<file path="src/rtl/clock_pkg.sv">
// clock_pkg: shared digit width, MSF field maxima/limits and a digit-unpacking helper
package clock_pkg;
  localparam int DIGIT_W = 4;
  localparam logic [2*DIGIT_W-1:0] SEC_MAX     = {4'd5, 4'd9};
  localparam logic [2*DIGIT_W-1:0] MIN_MAX     = {4'd5, 4'd9};
  localparam logic [2*DIGIT_W-1:0] HOUR_MAX    = {4'd2, 4'd9};
  localparam logic [2*DIGIT_W-1:0] HOUR_LIMIT  = {4'd2, 4'd3};
  localparam logic [2*DIGIT_W-1:0] DAY_MAX     = {4'd3, 4'd9};
  localparam logic [2*DIGIT_W-1:0] DAY_LIMIT   = {4'd3, 4'd1};
  localparam logic [2*DIGIT_W-1:0] MONTH_MAX   = {4'd1, 4'd9};
  localparam logic [2*DIGIT_W-1:0] MONTH_LIMIT = {4'd1, 4'd2};
  // Digit k of a packed vector of w-bit digits, zero-extended to 16 bits
  function automatic logic [15:0] get_digit(input logic [63:0] vec, input int k, input int w);
    return 16'((vec >> (k * w)) & ((64'd1 << w) - 64'd1));
  endfunction
endpackage

</file>
<file path="src/rtl/chain_digit.sv">
// chain_digit: one digit register with load, field wrap, carry and borrow
module chain_digit #(
  parameter int WIDTH = 4,
  parameter logic [WIDTH-1:0] MAX = '1
) (
  input  logic             clk_i,
  input  logic             rst_i,
  input  logic             carry_in,
  input  logic             borrow_in,
  input  logic             load,
  input  logic             wrap,
  input  logic [WIDTH-1:0] load_val,
  input  logic [WIDTH-1:0] wrap_val,
  output logic [WIDTH-1:0] value,
  output logic             at_max,
  output logic             at_zero
);
  logic [WIDTH-1:0] value_d, value_q;
  assign value   = value_q;
  assign at_max  = value_q == MAX;
  assign at_zero = value_q == '0;
  // Next digit: load beats whole-field wrap beats carry/borrow
  always_comb begin
    value_d = load      ? load_val :
              wrap      ? wrap_val :
              carry_in  ? (at_max ? '0 : value_q + 1'b1) :
              borrow_in ? (at_zero ? MAX : value_q - 1'b1) : value_q;
  end
  // Digit register
  always_ff @(posedge clk_i) begin
    value_q <= rst_i ? '0 : value_d;
  end
endmodule

</file>
<file path="src/rtl/digit_chain.sv">
// digit_chain: cascaded BCD-style digit counter with limit wrap and checked load; DIGIT_CHAIN_DOWN_EN adds count-down
module digit_chain
  import clock_pkg::*;
#(
  parameter int DIGITS = 2,
  parameter int WIDTH  = 4,
  parameter logic [DIGITS*WIDTH-1:0] MAX_VEC   = {4'd5, 4'd9},
  parameter logic [DIGITS*WIDTH-1:0] LIMIT_VEC = MAX_VEC
) (
  input  logic                    clk_i,
  input  logic                    rst_i,
  input  logic                    inc_i,
`ifdef DIGIT_CHAIN_DOWN_EN
  input  logic                    dec_i,
`endif
  input  logic                    load_i,
  input  logic [DIGITS*WIDTH-1:0] load_value_i,
  output logic [DIGITS*WIDTH-1:0] value_o,
  output logic                    ovf_o,
  output logic                    unf_o,
  output logic                    load_err_o
);
  logic              dec, up, dn, at_limit, load_err_d, load_err_q;
  logic [DIGITS-1:0] at_max, at_zero, carry, borrow, bad;
`ifdef DIGIT_CHAIN_DOWN_EN
  assign dec = dec_i;
`else
  assign dec = 1'b0;
`endif
  // A load or reset suppresses counting; inc and dec together cancel
  assign up       = inc_i & ~dec & ~load_i & ~rst_i;
  assign dn       = dec & ~inc_i & ~load_i & ~rst_i;
  // Digits are in range, so a numeric compare equals a digit-wise one; above-limit loads wrap too
  assign at_limit = value_o >= LIMIT_VEC;
  assign ovf_o    = up & at_limit;
  assign unf_o    = dn & (&at_zero);
  // Ripple carry/borrow prefixes across the digits
  always_comb begin
    carry[0]  = up & ~at_limit;
    borrow[0] = dn & ~(&at_zero);
    for (int k = 1; k < DIGITS; k++) begin
      carry[k]  = carry[k-1] & at_max[k-1];
      borrow[k] = borrow[k-1] & at_zero[k-1];
    end
  end
  for (genvar g = 0; g < DIGITS; g++) begin : g_digit
    localparam logic [WIDTH-1:0] MX = WIDTH'(get_digit(64'(MAX_VEC), g, WIDTH));
    localparam logic [WIDTH-1:0] LM = WIDTH'(get_digit(64'(LIMIT_VEC), g, WIDTH));
    logic [WIDTH-1:0] lv;
    assign lv     = WIDTH'(get_digit(64'(load_value_i), g, WIDTH));
    assign bad[g] = lv > MX;
    chain_digit #(.WIDTH(WIDTH), .MAX(MX)) u_digit (
      .clk_i    (clk_i),
      .rst_i    (rst_i),
      .carry_in (carry[g]),
      .borrow_in(borrow[g]),
      .load     (load_i),
      .wrap     (ovf_o | unf_o),
      .load_val (bad[g] ? '0 : lv),
      .wrap_val (ovf_o ? '0 : LM),
      .value    (value_o[g*WIDTH +: WIDTH]),
      .at_max   (at_max[g]),
      .at_zero  (at_zero[g])
    );
  end
  // Flag a load that had any digit replaced
  always_comb begin
    load_err_d = load_i & (|bad);
  end
  // One-cycle load error register
  always_ff @(posedge clk_i) begin
    load_err_q <= rst_i ? 1'b0 : load_err_d;
  end
  assign load_err_o = load_err_q;
endmodule

</file>
<file path="config.mk">
export PLATFORM = sky130hd
export DESIGN_NAME = digit_chain
export DESIGN_NICKNAME = d
export VERILOG_FILES = /design/src/rtl/clock_pkg.sv /design/src/rtl/chain_digit.sv /design/src/rtl/digit_chain.sv
export SDC_FILE = /design/constraint.sdc
export NUM_CORES = 1
export LEC_CHECK = 0
export ABC_AREA = 1
export CORE_MARGIN = 3
export CORE_UTILIZATION = 43
export DETAILED_ROUTE_END_ITERATION = 10
export GPL_TIMING_DRIVEN = 0
export PLACE_DENSITY = 0.77
export SYNTH_ARGS = -nofsm -noshare
export SYNTH_HDL_FRONTEND = slang
export SYNTH_SLANG_ARGS = --single-unit
</file>
<file path="constraint.sdc">
create_clock -name clk_i -period 1.65 [get_ports clk_i]
set_clock_uncertainty 0.2 [all_clocks]
set_input_delay 0.2475 -clock clk_i [delete_from_list [all_inputs] [get_ports clk_i]]
set_output_delay 0.2475 -clock clk_i [all_outputs]
set_load 0.05 [all_outputs]
</file>
==> parameters.txt, run 1 <==
Parameter                              Value

Run status
  Outcome ... finished, violations left
  Violated checks ... negative setup slack

Routing
  Post-route DRC violation count ... 0
  Total wire length ... 1.64 mm
  Vias per std cell ... 5.06
  Final routed wire length divided by cell count ... 10.8 um
  Total number of vias ... 769
  Count of TritonRoute iterations in the first routing pass ... 4
  Count of nets left with antenna violations after detail routing ... 0
  Number of violations reported at the end of detailed-routing iteration 0 ... 22

CTS
  Root buf cell ... sky130_fd_sc_hd__clkbuf_4
  Clock-pin slew on the worst setup and hold paths ... 0.07 ns
  CTS Hold Bufs ... 0
  Inserted Clock Buffers ... 3
  Clk Latency, worst-skew pair ... 0.27 ns
  CTS H-tree depth ... 1
  Clock tree from TritonCTS ... yes
  Max Buffers Root-to-Sink ... 2
  Count of clock tree sinks ... 9

Setup path
  Family of cells with the greatest summed delay on the critical path ... simple AND/OR/NAND/NOR gates
  Number of buffer and inverter stages on the critical path ... 3
  Critical path type ... register to output pin
  Path depth of the worst reg2reg path ... 11
  Slowest stage cell, crit path ... sky130_fd_sc_hd__dfxtp_2
  Crit-path cells ... inv_2 -> nand2_2 -> nor2_4 -> nand3_2 -> nand2_2 -> nand2_4 -> clkinvlp_4 -> buf_8
  Top fanout value on the critical path ... 6
  Dominant cell type by count on the critical path ... sky130_fd_sc_hd__nand2_2
  Required time reported for the critical path endpoint ... 1.20 ns
  Reg2Reg Setup Slack ... 0.12 ns
  Kind of capture point of the worst setup path ... output pin
  Number of cells on the critical path ... 8
  CP Launch Type ... register
  Maximum single-stage delay on the critical path ... 0.34 ns
  Signal arrival time at the worst endpoint ... 1.31 ns

Finish
  Most used cells in the layout excluding fill and tap cells ... sky130_fd_sc_hd__nand2_1, sky130_fd_sc_hd__nor2_1, sky130_fd_sc_hd__inv_1, sky130_fd_sc_hd__clkdlybuf4s50_1
  Most common cell after layout, fill and taps aside ... sky130_fd_sc_hd__nand2_1
  Area growth from synthesis to layout ... 44.9%
  N_diodes ... 0
  Nets ... 150
  Layout cells sized above 1 ... 29.2%
  Total non-filler cell area in the finished layout ... 968 sq um

Synth
  Top flip-flop cell by instance count after synthesis ... sky130_fd_sc_hd__dfxtp_1
  Flops & latches, synth ... 9
  Distinct cells, synth ... 25
  Number of instances in the synthesized netlist ... 108
  Number of synthesis warnings ... 0
  Per-instance average area after synthesis ... 6.19 sq um
  Post-Synthesis Cell Area ... 668 sq um
  EDFF count, synth ... 0
  Sequential-to-total area share from yosys stat ... 27.0%
  Fraction of registers with async set or reset after synthesis ... 0%
  Synth Net Count ... 120

Die
  I/O pin count ... 23
  Std-Cell Core Area ... 0.00138 sq mm
  Die X ... 45.4 um
  Vertical die dimension ... 45.4 um
  Initial standard-cell utilization of the core ... 48.3%
  Number of cell rows ... 13
  Die area ... 0.00206 sq mm

Timing
  Portion of the clock cycle consumed by the worst path in the final layout ... 107%
  Tmin final ... 1.76 ns
  Final hold viol count ... 0
  Final setup violation count ... 1
  Number of pins exceeding their max-slew limit in the final report ... 0
  Maximum operating frequency ... 0.569 GHz
  Worst Setup Slack, final ... -0.108 ns
  Setup repair after global routing missed its margin ... yes
  Worst hold margin ... 0.127 ns

Global routing
  Leftover overflow at the end of global routing ... 0
  Pin count of the biggest net entering global routing ... 11
  Number of antenna violations at the first check in global routing ... 0
  First-pass GRT wire length ... 2.70 mm
  Total routing resource utilization after global routing ... 17.4%
  Via count of the first global-routing pass ... 647

Run
  Max-Cap Viols ... 0

Placement
  Instance area at placement ... 901 sq um
  Number of buffer cells added on primary ports ... 20
  HPWL after detailed placement ... 1.25 mm
  Setup Slack @ Placement ... -0.833 ns
  Routability-driven placement congestion ratio ... 0.775

Power
  PD cells ... 656 mW/mm^2
  Leakage Power ... 0.000499 uW
  Worst voltage drop across the vdd grid ... 0.387 mV

Min path
  Class of the worst hold path ... input port to register
  Worst Hold Path Cells ... 2
[Yosys cell counts (2+ instances only)]
cell / count / area [sq um]
sky130_fd_sc_hd__a21oi_1: 8 / 40.0
sky130_fd_sc_hd__dfxtp_1: 9 / 180
sky130_fd_sc_hd__inv_1: 14 / 52.6
sky130_fd_sc_hd__inv_2: 6 / 22.5
sky130_fd_sc_hd__nand2_1: 18 / 67.6
sky130_fd_sc_hd__nand2_4: 2 / 22.5
sky130_fd_sc_hd__nand3_1: 8 / 40.0
sky130_fd_sc_hd__nand3_2: 3 / 30.0
sky130_fd_sc_hd__nand4_1: 3 / 18.8
sky130_fd_sc_hd__nor2_1: 14 / 52.6
sky130_fd_sc_hd__nor2_2: 5 / 31.3
sky130_fd_sc_hd__nor3_1: 2 / 10.0
sky130_fd_sc_hd__o21ai_0: 4 / 20.0
[sequential cells by signal, indices dropped and copies added, names as in the netlist]
| register | cells |
|---|---|
| load_err_o | 1 |
| g_digit.u_digit.value | 8 |
[routing by layer]
layer / global-route usage, % / share of wire, % / routed length (um) / vias to the layer above
met1: 24.9 / 46 / 749 / 324
met5: 0 / 0 / 0 / -
met4: 7.02 / 1.8 / 30 / 0
met3: 2.37 / 7.9 / 129 / 5
met2: 25.9 / 44 / 726 / 40
li1: - / - / - / 400
[power breakdown]
part	switching (uW)	internal [uW]	leakage, uW
clock network	86.4	93.5	0.0000150
registers	16.7	234	0.0000771
logic	128	77.1	0.000407
total	231	405	0.000499
[repair_timing]
item / in CTS / in global routing
setup endpoints to repair: 10 / 4
pin swaps: 1 / 3
buffers inserted: 0 / 5
resized for setup: 18 / 6
[worst paths after layout]
kind,from,end
max,g_digit[1].u_digit.value[1]$_SDFFE_PP0P_,ovf_o
min,rst_i,g_digit[1].u_digit.value[3]$_SDFFE_PP0P_
max reg2reg,g_digit[1].u_digit.value[1]$_SDFFE_PP0P_,g_digit[1].u_digit.value[0]$_SDFFE_PP0P_
min reg2reg,g_digit[0].u_digit.value[3]$_SDFFE_PP0P_,g_digit[0].u_digit.value[3]$_SDFFE_PP0P_
[metrics by stage]
step	TNS (ns)	total power, uW	utilization (%)	instances
after floorplan	-0.0253	394	-	108
after global placement	-1.73	462	65.2	143
after detailed placement	-1.68	465	65.2	143
after CTS	-0.194	634	66.5	147
after global routing	-0.174	674	70.0	152
final	-0.108	636	70.0	152
[layout make-up]
cell class | instances | area [sq um]
well taps | 15 | 18.8
fillers | 127 | 414
flip-flops and latches | 9 | 190
plain buffers | 3 | 23.8
clock buffers | 4 | 26.3
inverters | 21 | 82.6
repair buffers | 25 | 234
multi-input cells | 75 | 393
[logic make-up (layout without fill, tap and decap cells)]
family | count (synthesis) | after routing | synth area share [%]
simple gates | 57 | 57 | 42.9
compound gates | 16 | 16 | 12.9
buf+inv | 24 | 53 | 15.4
flops | 9 | 9 | 27.0
other cells | 1 | 1 | 0.561
xor+xnor | 1 | 1 | 1.31
[worst reg2reg max path, stage by stage, from the launching register on]
cell                      delay [ns]
sky130_fd_sc_hd__dfxtp_2        0.34
sky130_fd_sc_hd__inv_2          0.06
sky130_fd_sc_hd__nand2_2        0.06
sky130_fd_sc_hd__nor2_4         0.12
sky130_fd_sc_hd__nand3_2        0.09
sky130_fd_sc_hd__nand2_2        0.08
sky130_fd_sc_hd__nand2_4        0.07
sky130_fd_sc_hd__buf_4          0.15
sky130_fd_sc_hd__nand2_4        0.07
sky130_fd_sc_hd__nor2_1         0.05
sky130_fd_sc_hd__nor2_1         0.09
sky130_fd_sc_hd__nor2_1         0.04
Power figures use the tool's default switching activity.
==> run 2: changes to the inputs <==
- CAP_MARGIN: default -> 20
==> results of run 2 <==
The final DEF is identical to that of run 1; final timing and power are the same.
